### src/rtl/kyber_pkg.sv
// Shared Kyber arithmetic constants and coefficient/product types.
package kyber_pkg;

  localparam int KYBER_Q      = 3329;
  localparam int KYBER_COEF_W = 12;
  localparam int KYBER_PROD_W = 24;
  localparam int BARRETT_K    = 26;
  localparam int BARRETT_M    = 20158;

  typedef logic [KYBER_COEF_W-1:0] coef_t;
  typedef logic [KYBER_PROD_W-1:0] prod_t;

endpackage

### src/rtl/red_k_barrett_if.sv
// Operand/result stream between the coefficient multiplier and the Barrett reducer.
interface red_k_barrett_if;
  import kyber_pkg::*;

  logic  valid_i;
  prod_t product_i;
  logic  valid_o;
  coef_t result_o;

  modport master (output valid_i, output product_i, input valid_o, input result_o);
  modport slave  (input valid_i, input product_i, output valid_o, output result_o);

endinterface

### src/rtl/red_k_csub.sv
// Combinational conditional subtractor: y = (a >= Q) ? a - Q : a.
module red_k_csub
  import kyber_pkg::*;
#(
  parameter int W = 14,
  parameter int Q = KYBER_Q
) (
  input  logic [W-1:0] a,
  output logic [W-1:0] y
);

  assign y = (a >= W'(Q)) ? a - W'(Q) : a;

endmodule

### src/rtl/red_k_barrett.sv
// Two-stage Barrett reducer x mod 3329 for 24-bit products.
// Optional input register stage (latency 3) enabled by RED_K_INPUT_REG_EN.
module red_k_barrett
  import kyber_pkg::*;
#(
  parameter int Q         = KYBER_Q,
  parameter int IN_W      = KYBER_PROD_W,
  parameter int OUT_W     = KYBER_COEF_W,
  parameter int BARRETT_K = kyber_pkg::BARRETT_K,
  parameter int BARRETT_M = kyber_pkg::BARRETT_M
) (
  input  logic            clk_i,
  input  logic            rst_n_i,
  red_k_barrett_if.slave  bus
);

  localparam int M_W = 15;
  localparam int P_W = IN_W + M_W;
  localparam int T_W = P_W - BARRETT_K;
  // r lies in [0, 3Q) so 14 bits suffice; x - t*Q is exact modulo 2^R_W.
  localparam int R_W = 14;

  logic            v0;
  logic [IN_W-1:0] x0;

`ifdef RED_K_INPUT_REG_EN
  always_ff @(posedge clk_i or negedge rst_n_i) begin
    if (!rst_n_i) begin
      v0 <= 1'b0;
      x0 <= '0;
    end else begin
      v0 <= bus.valid_i;
      x0 <= bus.product_i;
    end
  end
`else
  assign v0 = bus.valid_i;
  assign x0 = bus.product_i;
`endif

  logic [P_W-1:0] prod;
  logic [T_W-1:0] t_d;

  assign prod = P_W'(x0) * P_W'(BARRETT_M);
  assign t_d  = T_W'(prod >> BARRETT_K);

  logic           v1;
  logic [R_W-1:0] x1;
  logic [T_W-1:0] t1;

  // NOTE: clocked state uses non-blocking assignments so every register
  // samples pre-edge values regardless of statement order.
  always_ff @(posedge clk_i or negedge rst_n_i) begin
    if (!rst_n_i) begin
      v1 <= 1'b0;
      x1 <= '0;
      t1 <= '0;
    end else begin
      v1 <= v0;
      x1 <= R_W'(x0);
      t1 <= t_d;
    end
  end

  logic [R_W-1:0] tq;
  logic [R_W-1:0] r0;
  logic [R_W-1:0] r1;
  logic [R_W-1:0] r2;

  assign tq = R_W'(t1) * R_W'(Q);
  assign r0 = x1 - tq;

  red_k_csub #(.W(R_W), .Q(Q)) u_csub0 (.a(r0), .y(r1));
  red_k_csub #(.W(R_W), .Q(Q)) u_csub1 (.a(r1), .y(r2));

  logic             v2;
  logic [OUT_W-1:0] res2;

  always_ff @(posedge clk_i or negedge rst_n_i) begin
    if (!rst_n_i) begin
      v2   <= 1'b0;
      res2 <= '0;
    end else begin
      v2   <= v1;
      res2 <= OUT_W'(r2);
    end
  end

  assign bus.valid_o  = v2;
  assign bus.result_o = res2;

endmodule

### src/flat_wrapper.sv
// flat-port wrapper written by rule: the top's interface ports become plain ports
module red_k_barrett_flat import kyber_pkg::*;
#(
  parameter int Q         = KYBER_Q,
  parameter int IN_W      = KYBER_PROD_W,
  parameter int OUT_W     = KYBER_COEF_W,
  parameter int BARRETT_K = kyber_pkg::BARRETT_K,
  parameter int BARRETT_M = kyber_pkg::BARRETT_M
)
  (clk_i, rst_n_i, bus_valid_i, bus_product_i, bus_valid_o, bus_result_o);
  red_k_barrett_if bus_i ();
  input  logic clk_i;
  input  logic rst_n_i;
  input wire logic [$bits(bus_i.valid_i)-1:0] bus_valid_i;
  input wire logic [$bits(bus_i.product_i)-1:0] bus_product_i;
  output wire logic [$bits(bus_i.valid_o)-1:0] bus_valid_o;
  output wire logic [$bits(bus_i.result_o)-1:0] bus_result_o;
  assign bus_i.valid_i = bus_valid_i;
  assign bus_i.product_i = bus_product_i;
  assign bus_valid_o = bus_i.valid_o;
  assign bus_result_o = bus_i.result_o;
  red_k_barrett #(.Q(Q), .IN_W(IN_W), .OUT_W(OUT_W), .BARRETT_K(BARRETT_K), .BARRETT_M(BARRETT_M)) u_core (.clk_i(clk_i), .rst_n_i(rst_n_i), .bus(bus_i));
endmodule
### config.mk
export PLATFORM = sky130hd
export DESIGN_NAME = red_k_barrett_flat
export DESIGN_NICKNAME = d
export VERILOG_FILES = /design/src/rtl/kyber_pkg.sv /design/src/rtl/red_k_barrett_if.sv /design/src/rtl/red_k_csub.sv /design/src/rtl/red_k_barrett.sv /design/src/flat_wrapper.sv
export SDC_FILE = /design/constraint.sdc
export NUM_CORES = 1
export LEC_CHECK = 0
export CORE_AREA = 5 5 152 154
export CTS_BUF_LIST = sky130_fd_sc_hd__clkbuf_16
export DETAILED_ROUTE_END_ITERATION = 10
export DIE_AREA = 0 0 157 159
export PLACE_DENSITY = 0.74
export RECOVER_POWER = 100
export SYNTH_ARGS = -nofsm -noshare
export SYNTH_HDL_FRONTEND = slang
export SYNTH_SLANG_ARGS = --single-unit
### constraint.sdc
create_clock -name clk_i -period 5.9 [get_ports clk_i]
set_input_delay 0.885 -clock clk_i [delete_from_list [all_inputs] [get_ports clk_i]]
set_output_delay 0.885 -clock clk_i [all_outputs]
set_load 0.005 [all_outputs]
# Word-level counts from Yosys, hierarchy flattened

Index checks and enable logic that the tools add are counted.

Word-level logic and storage cells: 14
Input port bits: 27
Flip-flop bits (word level): 41

Multiply operators: 2
Magnitude comparators: 2
Mux-type cells: 2
$add $sub $neg: 3

Operator list:

| cell                                                                    | number |
|---|---|
| 24-bit by 14-bit multiplier with 38-bit output, second input constant   | 1 |
| 14-bit by 12-bit >= comparator with 1-bit output, second input constant | 2 |
| 13-bit by 12-bit multiplier with 14-bit output, second input constant   | 1 |
| 14-bit 2-to-1 mux                                                       | 1 |
| 14-bit by 12-bit subtractor with 14-bit output, second input constant   | 1 |
| 14-bit subtractor                                                       | 1 |
| 12-bit 2-to-1 mux                                                       | 1 |
| 12-bit subtractor, second input constant                                | 1 |

# Depth between registers and ports, before layout

Gate-level depths: netlist of run 1.

Depth after elaboration: 6
Mapped depth: 24

# By module

From an unflattened synthesis of run 1, not the netlist that was laid out.

Cells, all modules: 900
Area, all modules: 9397.8 µm²

By module, submodules not included:

| module        | cells each | times used | sequential area each (µm²) | area an instance (µm²) |
|---|---|---|---|---|
| red_k_barrett | 778        | 1          | 1026.0                     | 8509.4 |
| red_k_csub    | 61         | 2          | 0.0                        | 444.2 |

# Least setup slack after synthesis of run 1

OpenSTA, ideal clock, no wires.

Path type: input port to flip-flop
From: input port bus_product_i[12]
To: register u_core.t1[10]
Required time: 5.769 ns
Cell stages on the path: 20
Slack: -0.122 ns
Data arrival time: 5.891 ns
Cell sequence: fa_1 fa_1 inv_1 fa_1 fa_1 inv_1 fa_1 fa_1 ha_1 a21o_1 a21o_1 a21oi_1 nand4bb_1 o221ai_1 a21oi_1 nor2_1 nor3_1 nor3_1 o21ai_0 xor2_1

Word-level cells in the longest chain between the ends: 1

Ends and longest elaborated chain:

| item                                           | line                | RTL |
|---|---|---|
| start: declaration                             | flat_wrapper.sv:15  | `input wire logic [$bits(bus_i.product_i)-1:0] bus_product_i;` |
| 24-bit by 14-bit multiplier with 38-bit output | red_k_barrett.sv:44 | `assign prod = P_W'(x0) * P_W'(BARRETT_M);` |
| via u_core.prod[36]                            | red_k_barrett.sv:41 | `logic [P_W-1:0] prod;` |
| end signal: assignment                         | red_k_barrett.sv:61 | `t1 <= t_d;` |
| end: declaration                               | red_k_barrett.sv:49 | `logic [T_W-1:0] t1;` |

The timed path passes the listed nets, and every way through them passes these cells.

# Final worst setup path of run 1

From: input port bus_product_i[16]
To: register u_core.t1[12]

Same word-level chain as after synthesis.

==> results.yml, run 1 <==
run_status:
  result_of_the_run: "complete, but fails checks"
  failed_checks: "max-capacitance violations, max-slew violations, negative setup slack"
place:
  post-dp-hpwl_um: 18340
  placement.cell_area_um2: 11190
  placement.io_buffers: 39
  routabilityCongestion: 0.8913
global_routing:
  global_route.usage.total_pct: 17.61
  number_of_antenna_violations_at_the_first_check_in_global_routing: 0
  grt_pass1_wl_um: 36280
  grt_start_max_net_pins: 42
  first_global_vias: 7733
  globalRouteOverflowTotal: 0
die:
  boundaryPins: 40
  initial_utilization_pct: 44.21
  die_wd_um: 157
  chipHeight_um: 159
  floorplan.rows: 54
  placeableCoreArea_um2: 21550
  die_area_um2: 24960
synth:
  synth-edff-count: 0
  synth.lib_cells_used.distinct: 74
  synth_async_sr_flop_share_pct: 100.0
  yosys.area_share.adder_pct: 56.75
  synthXorXnorAreaFrac_pct: 4.412
  mux_share_of_post_synthesis_cell_area_pct: 0.4464
  synthDominantAreaCellType: "sky130_fd_sc_hd__fa_1"
  ys_dominant_reg_cell: "sky130_fd_sc_hd__dfrtp_1"
  syn-instance-count: 941
  synth.cell_area_um2: 9529
  mappedNetlistNets: 1306
  main_combinational_cell_family_by_area_after_synthesis: "adder cells"
  synth_simple_gate_area_share_pct: 8.154
  syn-mean-instance-area_um2: 10.13
  fraction_of_post_synthesis_cell_area_in_the_top_cell_type_by_area_pct: 32.98
  synth.yosys.warnings: 0
  synth.area.top_cells: "sky130_fd_sc_hd__fa_1, sky130_fd_sc_hd__ha_1, sky130_fd_sc_hd__dfrtp_1"
  synth-compound-area-share_pct: 9.953
  yosys_register_bits: 41
  yosysSeqAreaShare_pct: 10.77
min_path:
  hold_path_end: "u_core.bus.valid_o"
  whs_path_depth: 0
  min_path_type: "register to register"
  hp-start: "u_core.v1"
sta:
  slew_violations: 42
  fin_ws_ns: -0.03052
  post-route-period-util_pct: 100.5
  clock_tree_skew_after_final_layout_ns: 0.009586
  slew_worst_pin_ns: 2.114
  max_clock_freq_mhz: 168.6
  setup_viol: 4
  period_needed_ns: 5.931
  fin_hold_viols: 0
  slew_headroom_pct: -40.93
  setup_repair_after_global_routing_missed_its_margin: "yes"
clock_network:
  ctsRootBufferMaster: "sky130_fd_sc_hd__clkbuf_16"
  cts_tree: "done"
  clk-insertion-delay-late_ns: 0.29
  cts_htree_levels: 2
  clock_path_buffers: 2
  cts_hold_buffers: 0
  cts_made_buffers: 5
  clock_transition_at_the_registers_of_the_reported_paths_ns: 0.06
  cts_num_sinks: 41
worst_setup_path:
  critical_path_peak_fanout: 4
  critPathCaptureType: "register"
  timing_worst_setup_path_type: "primary input to register"
  ff2ff_path_depth: 19
  critical_path.reg2reg.startpoint: "u_core.x1[3]"
  regToRegSetupSlack_ns: 0.17
  start_kind: "primary input"
  cp_data_required_time_ns: 6.11
  worst-endpoint-arrival_ns: 6.14
  worst_r2r_endpoint: "u_core.bus.result_o[11]"
final_layout:
  layout_cell_share_with_drive_strength_beyond_1_pct: 24.56
  fin_area_um2: 12020
  leading_cell_type_in_the_layout_fill_and_taps_excluded: "sky130_fd_sc_hd__inv_1"
  diodes: 0
  final_cell_mix: "sky130_fd_sc_hd__inv_1, sky130_fd_sc_hd__ha_1, sky130_fd_sc_hd__buf_4, sky130_fd_sc_hd__fa_1, sky130_fd_sc_hd__dfrtp_1"
  area_growth_syn_to_layout_pct: 26.17
  num-nets-final: 1500
routing:
  detail_route.drc_violations: 0
  antenna_left: 0
  detailedRoute.firstPassIterationCount: 5
  drt_wl_total_um: 22120
  vias: 7209
  routed_wire_length_per_instance_um: 15.62
  drt_iter0_markers: 242
  detailed_route_vias_per_instance: 5.091
run:
  cap_viol_max_count: 1
[timing repair]
action,CTS,global route
setup endpoints to repair,16,21
gates resized for setup,130,81
pin swaps,79,60
hold endpoints to repair,0,0
setup buffers,14,17
[synthesized netlist by cell type (3+ instances only)]
master,count
sky130_fd_sc_hd__o211a_1,3
sky130_fd_sc_hd__o21ai_1,5
sky130_fd_sc_hd__nand4_1,3
sky130_fd_sc_hd__o2111ai_1,4
sky130_fd_sc_hd__xor2_1,10
sky130_fd_sc_hd__o31ai_1,3
sky130_fd_sc_hd__a21oi_1,37
sky130_fd_sc_hd__fa_1,157
sky130_fd_sc_hd__dfrtp_1,41
sky130_fd_sc_hd__nor3_1,17
sky130_fd_sc_hd__a311o_1,3
sky130_fd_sc_hd__nand3_1,7
sky130_fd_sc_hd__a21boi_1,3
sky130_fd_sc_hd__and3_1,5
sky130_fd_sc_hd__or3_1,4
sky130_fd_sc_hd__nand2_1,29
sky130_fd_sc_hd__inv_1,228
sky130_fd_sc_hd__buf_2,5
sky130_fd_sc_hd__nand2b_1,7
sky130_fd_sc_hd__a211oi_1,4
sky130_fd_sc_hd__nor2_1,26
sky130_fd_sc_hd__nand3b_1,4
sky130_fd_sc_hd__o21ai_0,16
sky130_fd_sc_hd__ha_1,181
sky130_fd_sc_hd__o211ai_1,3
sky130_fd_sc_hd__a41oi_1,4
sky130_fd_sc_hd__o21a_1,9
sky130_fd_sc_hd__and2_1,6
sky130_fd_sc_hd__nor3b_1,3
sky130_fd_sc_hd__nor4_1,9
sky130_fd_sc_hd__a21o_1,12
sky130_fd_sc_hd__xnor2_1,38
sky130_fd_sc_hd__nor2b_1,7
[state kept, by name (all words and copies together) (netlist names)]
signal and count:
u_core.bus.result_o 12, u_core.v1 1, u_core.bus.valid_o 1, u_core.x1 14, u_core.t1 13
[stage by stage]
step                std cells  hold WS, ns  utilization (%)  setup TNS (ns)  setup slack [ns]
detailed placement       1379       0.3491            51.90          -9.438            -1.011
global placement         1379       0.3345            51.90          -8.633           -0.8659
floorplan                 941       0.3312                -               0          0.001429
CTS                      1401       0.3581            53.99         -0.1966          -0.07181
global route             1416       0.3711            55.78          -1.675           -0.2500
finish                   1416       0.3549            55.78        -0.06093          -0.03052
[worst max path at each step]
stage                            startpoint       endpoint  slack, ns  cells after the start
after floorplan           bus_product_i[18]  u_core.t1[10]      0.001                     21
after global placement    bus_product_i[10]  u_core.t1[12]      -0.87                     22
after detailed placement   bus_product_i[8]  u_core.t1[11]      -1.01                     19
after CTS                  bus_product_i[9]   u_core.t1[7]      -0.07                     19
after global routing      bus_product_i[17]   u_core.t1[7]      -0.25                     21
final                     bus_product_i[16]  u_core.t1[12]      -0.03                     23
[kinds of logic (layout without fill, tap and decap cells)]
family | after synthesis | count (layout)
mux | 4 | 4
xor+xnor | 48 | 48
flops | 41 | 41
simple gates | 141 | 141
buf+inv | 237 | 432
fa+ha+maj | 338 | 338
compound gates | 132 | 132
[routing by layer]
metal  share of wire, %  GRT usage (%)  vias to the layer above
li1                   -              -                     3451
met1                 42          22.70                     3569
met2                 52          31.21                      138
met3                3.4          2.066                       51
met4                2.8          4.694                        0
met5                  0              0                        -
[worst max-delay path, cell delays in order]
cell and delay, ns:
sky130_fd_sc_hd__clkdlybuf4s15_2 0.21, sky130_fd_sc_hd__buf_6 0.14, sky130_fd_sc_hd__fa_2 0.35, sky130_fd_sc_hd__fa_1 0.52, sky130_fd_sc_hd__inv_1 0.05, sky130_fd_sc_hd__fa_1 0.46, sky130_fd_sc_hd__fa_1 0.49, sky130_fd_sc_hd__inv_1 0.07
sky130_fd_sc_hd__fa_2 0.57, sky130_fd_sc_hd__fa_2 0.46, sky130_fd_sc_hd__ha_4 0.18, sky130_fd_sc_hd__buf_4 0.13, sky130_fd_sc_hd__a21oi_2 0.09, sky130_fd_sc_hd__nor2_1 0.05, sky130_fd_sc_hd__nor2_1 0.11, sky130_fd_sc_hd__nand2_1 0.12
sky130_fd_sc_hd__nand4bb_4 0.23, sky130_fd_sc_hd__o221ai_4 0.18, sky130_fd_sc_hd__a21oi_2 0.09, sky130_fd_sc_hd__nor2_2 0.16, sky130_fd_sc_hd__o31ai_2 0.11, sky130_fd_sc_hd__a311oi_2 0.32, sky130_fd_sc_hd__xnor2_1 0.15
[final cells by class]
cell class / count / area, um^2
sequential: 41 / 1026
clock inverter: 3 / 25.02
multi-input combinational: 663 / 8107
timing repair buffer: 195 / 1530
fill: 1748 / 9530
tap: 280 / 350.3
clock buffer: 5 / 125.1
inverter: 229 / 859.6
Power of run 1 is not shown: default switching activity piles up to over one toggle a cycle in this logic, so the estimate is an artifact.
==> run 2, diff against run 1 <==
--- a/config.mk
+++ b/config.mk
@@ -5,12 +5,14 @@
 export SDC_FILE = /design/constraint.sdc
 export NUM_CORES = 1
 export LEC_CHECK = 0
+export CAP_MARGIN = 10
 export CORE_AREA = 5 5 152 154
 export CTS_BUF_LIST = sky130_fd_sc_hd__clkbuf_16
 export DETAILED_ROUTE_END_ITERATION = 10
 export DIE_AREA = 0 0 157 159
 export PLACE_DENSITY = 0.74
 export RECOVER_POWER = 100
+export REMOVE_ABC_BUFFERS = 1
 export SYNTH_ARGS = -nofsm -noshare
 export SYNTH_HDL_FRONTEND = slang
 export SYNTH_SLANG_ARGS = --single-unit
==> run 2 against run 1 <==
Net effect: final cell count down 0.21%; core utilization rose by 0.20 points; worst hold slack got worse by 0.0056 ns; critical path type unchanged; critical path depth shrank 3; count of clock-buffer cells in the layout stayed put; register-to-register slack better by 0.12 ns; via count grew 0.90%; first-iteration DRC count grew 13%; non-clock buffer count decreased by 3; die area unchanged; global-route usage is 0.60 points higher; flip-flop and latch count did not move; the run ends with negative setup slack left; highest routed layer unchanged.
==> results.yml, run 2 (synthesized netlist as in run 1, its figures left out) <==
run_status:
  result_of_the_run: "complete, but fails checks"
  failed_checks: "negative setup slack"
sta:
  post-route-period-util_pct: 106.1
  slew_headroom_pct: 40.84
  slew_violations: 0
  setup_repair_after_global_routing_missed_its_margin: "yes"
  setup_viol: 8
  fin_hold_viols: 0
  slew_worst_pin_ns: 0.8874
  final.hold.worst_slack_ns: 0.3492
  period_needed_ns: 6.263
  fin_ws_ns: -0.3626
  post_route_setup_tns_ns: -1.569
  clock_tree_skew_after_final_layout_ns: 0.004836
  max_clock_freq_mhz: 159.7
clock_network:
  ctsRootBufferMaster: "sky130_fd_sc_hd__clkbuf_16"
  cts_num_sinks: 41
  clock_transition_at_the_registers_of_the_reported_paths_ns: 0.06
  cts_made_buffers: 5
  clk-insertion-delay-late_ns: 0.28
  cts_tree: "done"
  cts_hold_buffers: 0
  cts_htree_levels: 2
  clock_path_buffers: 2
final_layout:
  diodes: 0
  area_growth_syn_to_layout_pct: 26.61
  most_flop_heavy_register: "u_core.x1"
  largest_register_ffs: 14
  layout.filler_cells: 1729
  fin_area_um2: 12070
  multi_input_comb_area_um2: 8105
  final_cell_mix: "sky130_fd_sc_hd__inv_1, sky130_fd_sc_hd__ha_1, sky130_fd_sc_hd__buf_4, sky130_fd_sc_hd__fa_1, sky130_fd_sc_hd__dfrtp_1"
  num-nets-final: 1497
  leading_cell_type_in_the_layout_fill_and_taps_excluded: "sky130_fd_sc_hd__inv_1"
  final-seq-area_um2: 1026
  layout_cell_share_with_drive_strength_beyond_1_pct: 24.36
global_routing:
  globalRouteOverflowTotal: 0
  grt_start_max_net_pins: 42
  global_route.usage.total_pct: 18.21
  number_of_antenna_violations_at_the_first_check_in_global_routing: 0
  grt_pass1_wl_um: 37430
  first_global_vias: 7831
worst_setup_path:
  worst-endpoint-arrival_ns: 6.45
  worst_path_max_delay_cell: "sky130_fd_sc_hd__fa_1"
  critical_path_peak_fanout: 4
  slowest_delay_ns: 0.57
  crit_top_cell: "sky130_fd_sc_hd__fa_1"
  start_kind: "primary input"
  critPathCaptureType: "register"
  worstPathBufferInverterCount: 5
  worst_r2r_endpoint: "u_core.bus.result_o[11]"
  timing_worst_setup_path_type: "primary input to register"
  regToRegSetupSlack_ns: 0.29
  crit_path_cell_trace: "buf_8 -> buf_6 -> fa_1 -> fa_1 -> inv_2 -> fa_1 -> inv_2 -> fa_1 -> fa_1 -> fa_1 -> ha_4 -> nand4_1 -> o21bai_1 -> a311o_1 -> a211oi_2 -> nor3_2 -> buf_4 -> o31ai_4 -> a211oi_2 -> nor3_1"
  critical_path.reg2reg.startpoint: "u_core.t1[0]"
  cp.depth: 20
  ff2ff_path_depth: 18
  worst_path_dominant_cell_family: "adder cells"
  cp_data_required_time_ns: 6.09
routing:
  drt_wl_total_um: 22760
  detailed_route_vias_per_instance: 5.148
  detail_route.drc_violations: 0
  routed_wire_length_per_instance_um: 16.11
  vias: 7274
  detailedRoute.firstPassIterationCount: 5
  antenna_left: 0
  drt_iter0_markers: 274
min_path:
  min_path_type: "register to register"
  whs_path_depth: 0
  hp-start: "u_core.v1"
  hold_path_end: "u_core.bus.valid_o"
die:
  floorplan.rows: 54
  initial_utilization_pct: 44.21
  die_wd_um: 157
  die_area_um2: 24960
  chipHeight_um: 159
  placeableCoreArea_um2: 21550
  boundaryPins: 40
place:
  placement.io_buffers: 39
  pre_cts_slack_ns: -1.120
  routabilityCongestion: 0.9227
  post-dp-hpwl_um: 17410
  placement.cell_area_um2: 11110
run:
  cap_viol_max_count: 0
==> run 2: worst max path at each step <==
| stage | startpoint | endpoint |
|---|---|---|
| 3_3_place_gp | bus_product_i[18] | u_core.t1[10] |
| 6_report | bus_product_i[8] | u_core.t1[7] |
| 5_1_grt | bus_product_i[8] | u_core.t1[7] |
| 3_5_place_dp | bus_product_i[18] | u_core.t1[10] |
| 4_1_cts | bus_product_i[7] | u_core.t1[11] |
| 2_1_floorplan | bus_product_i[12] | u_core.t1[10] |
==> run 2: timing repair <==
action                                  CTS  global route
buffers inserted                         22            14
gates resized for setup                 136            75
endpoints found under the setup margin   16            23
gates cloned                              0             0
pin swaps                                84            70
==> run 2: metrics by stage <==
stage / instances / util, %
after CTS: 1401 / 54.28
after global routing: 1413 / 55.98
final: 1413 / 55.98
after detailed placement: 1371 / 51.55
after global placement: 1371 / 51.55
after floorplan: 933 / -
==> run 2: layer usage <==
layer | GRT usage, % | up-vias | part of all wire (%)
met4 | 3.945 | 0 | 2.6
met3 | 2.392 | 49 | 4.2
met1 | 24.37 | 3605 | 41
met5 | 0 | - | 0
met2 | 31.52 | 178 | 52
li1 | - | 3442 | -
==> run 2: area by class of cell <==
| cell class | count | share of cell area (%) |
|---|---|---|
| Clock buffer | 5 | 1.037 |
| Clock inverter | 3 | 0.2074 |
| Inverter | 229 | 7.124 |
| Multi-Input combinational cell | 663 | 67.18 |
| Sequential cell | 41 | 8.504 |
| Tap cell | 280 | 2.904 |
| Timing Repair Buffer | 192 | 13.05 |
Power of run 2 is left out for the same reason.
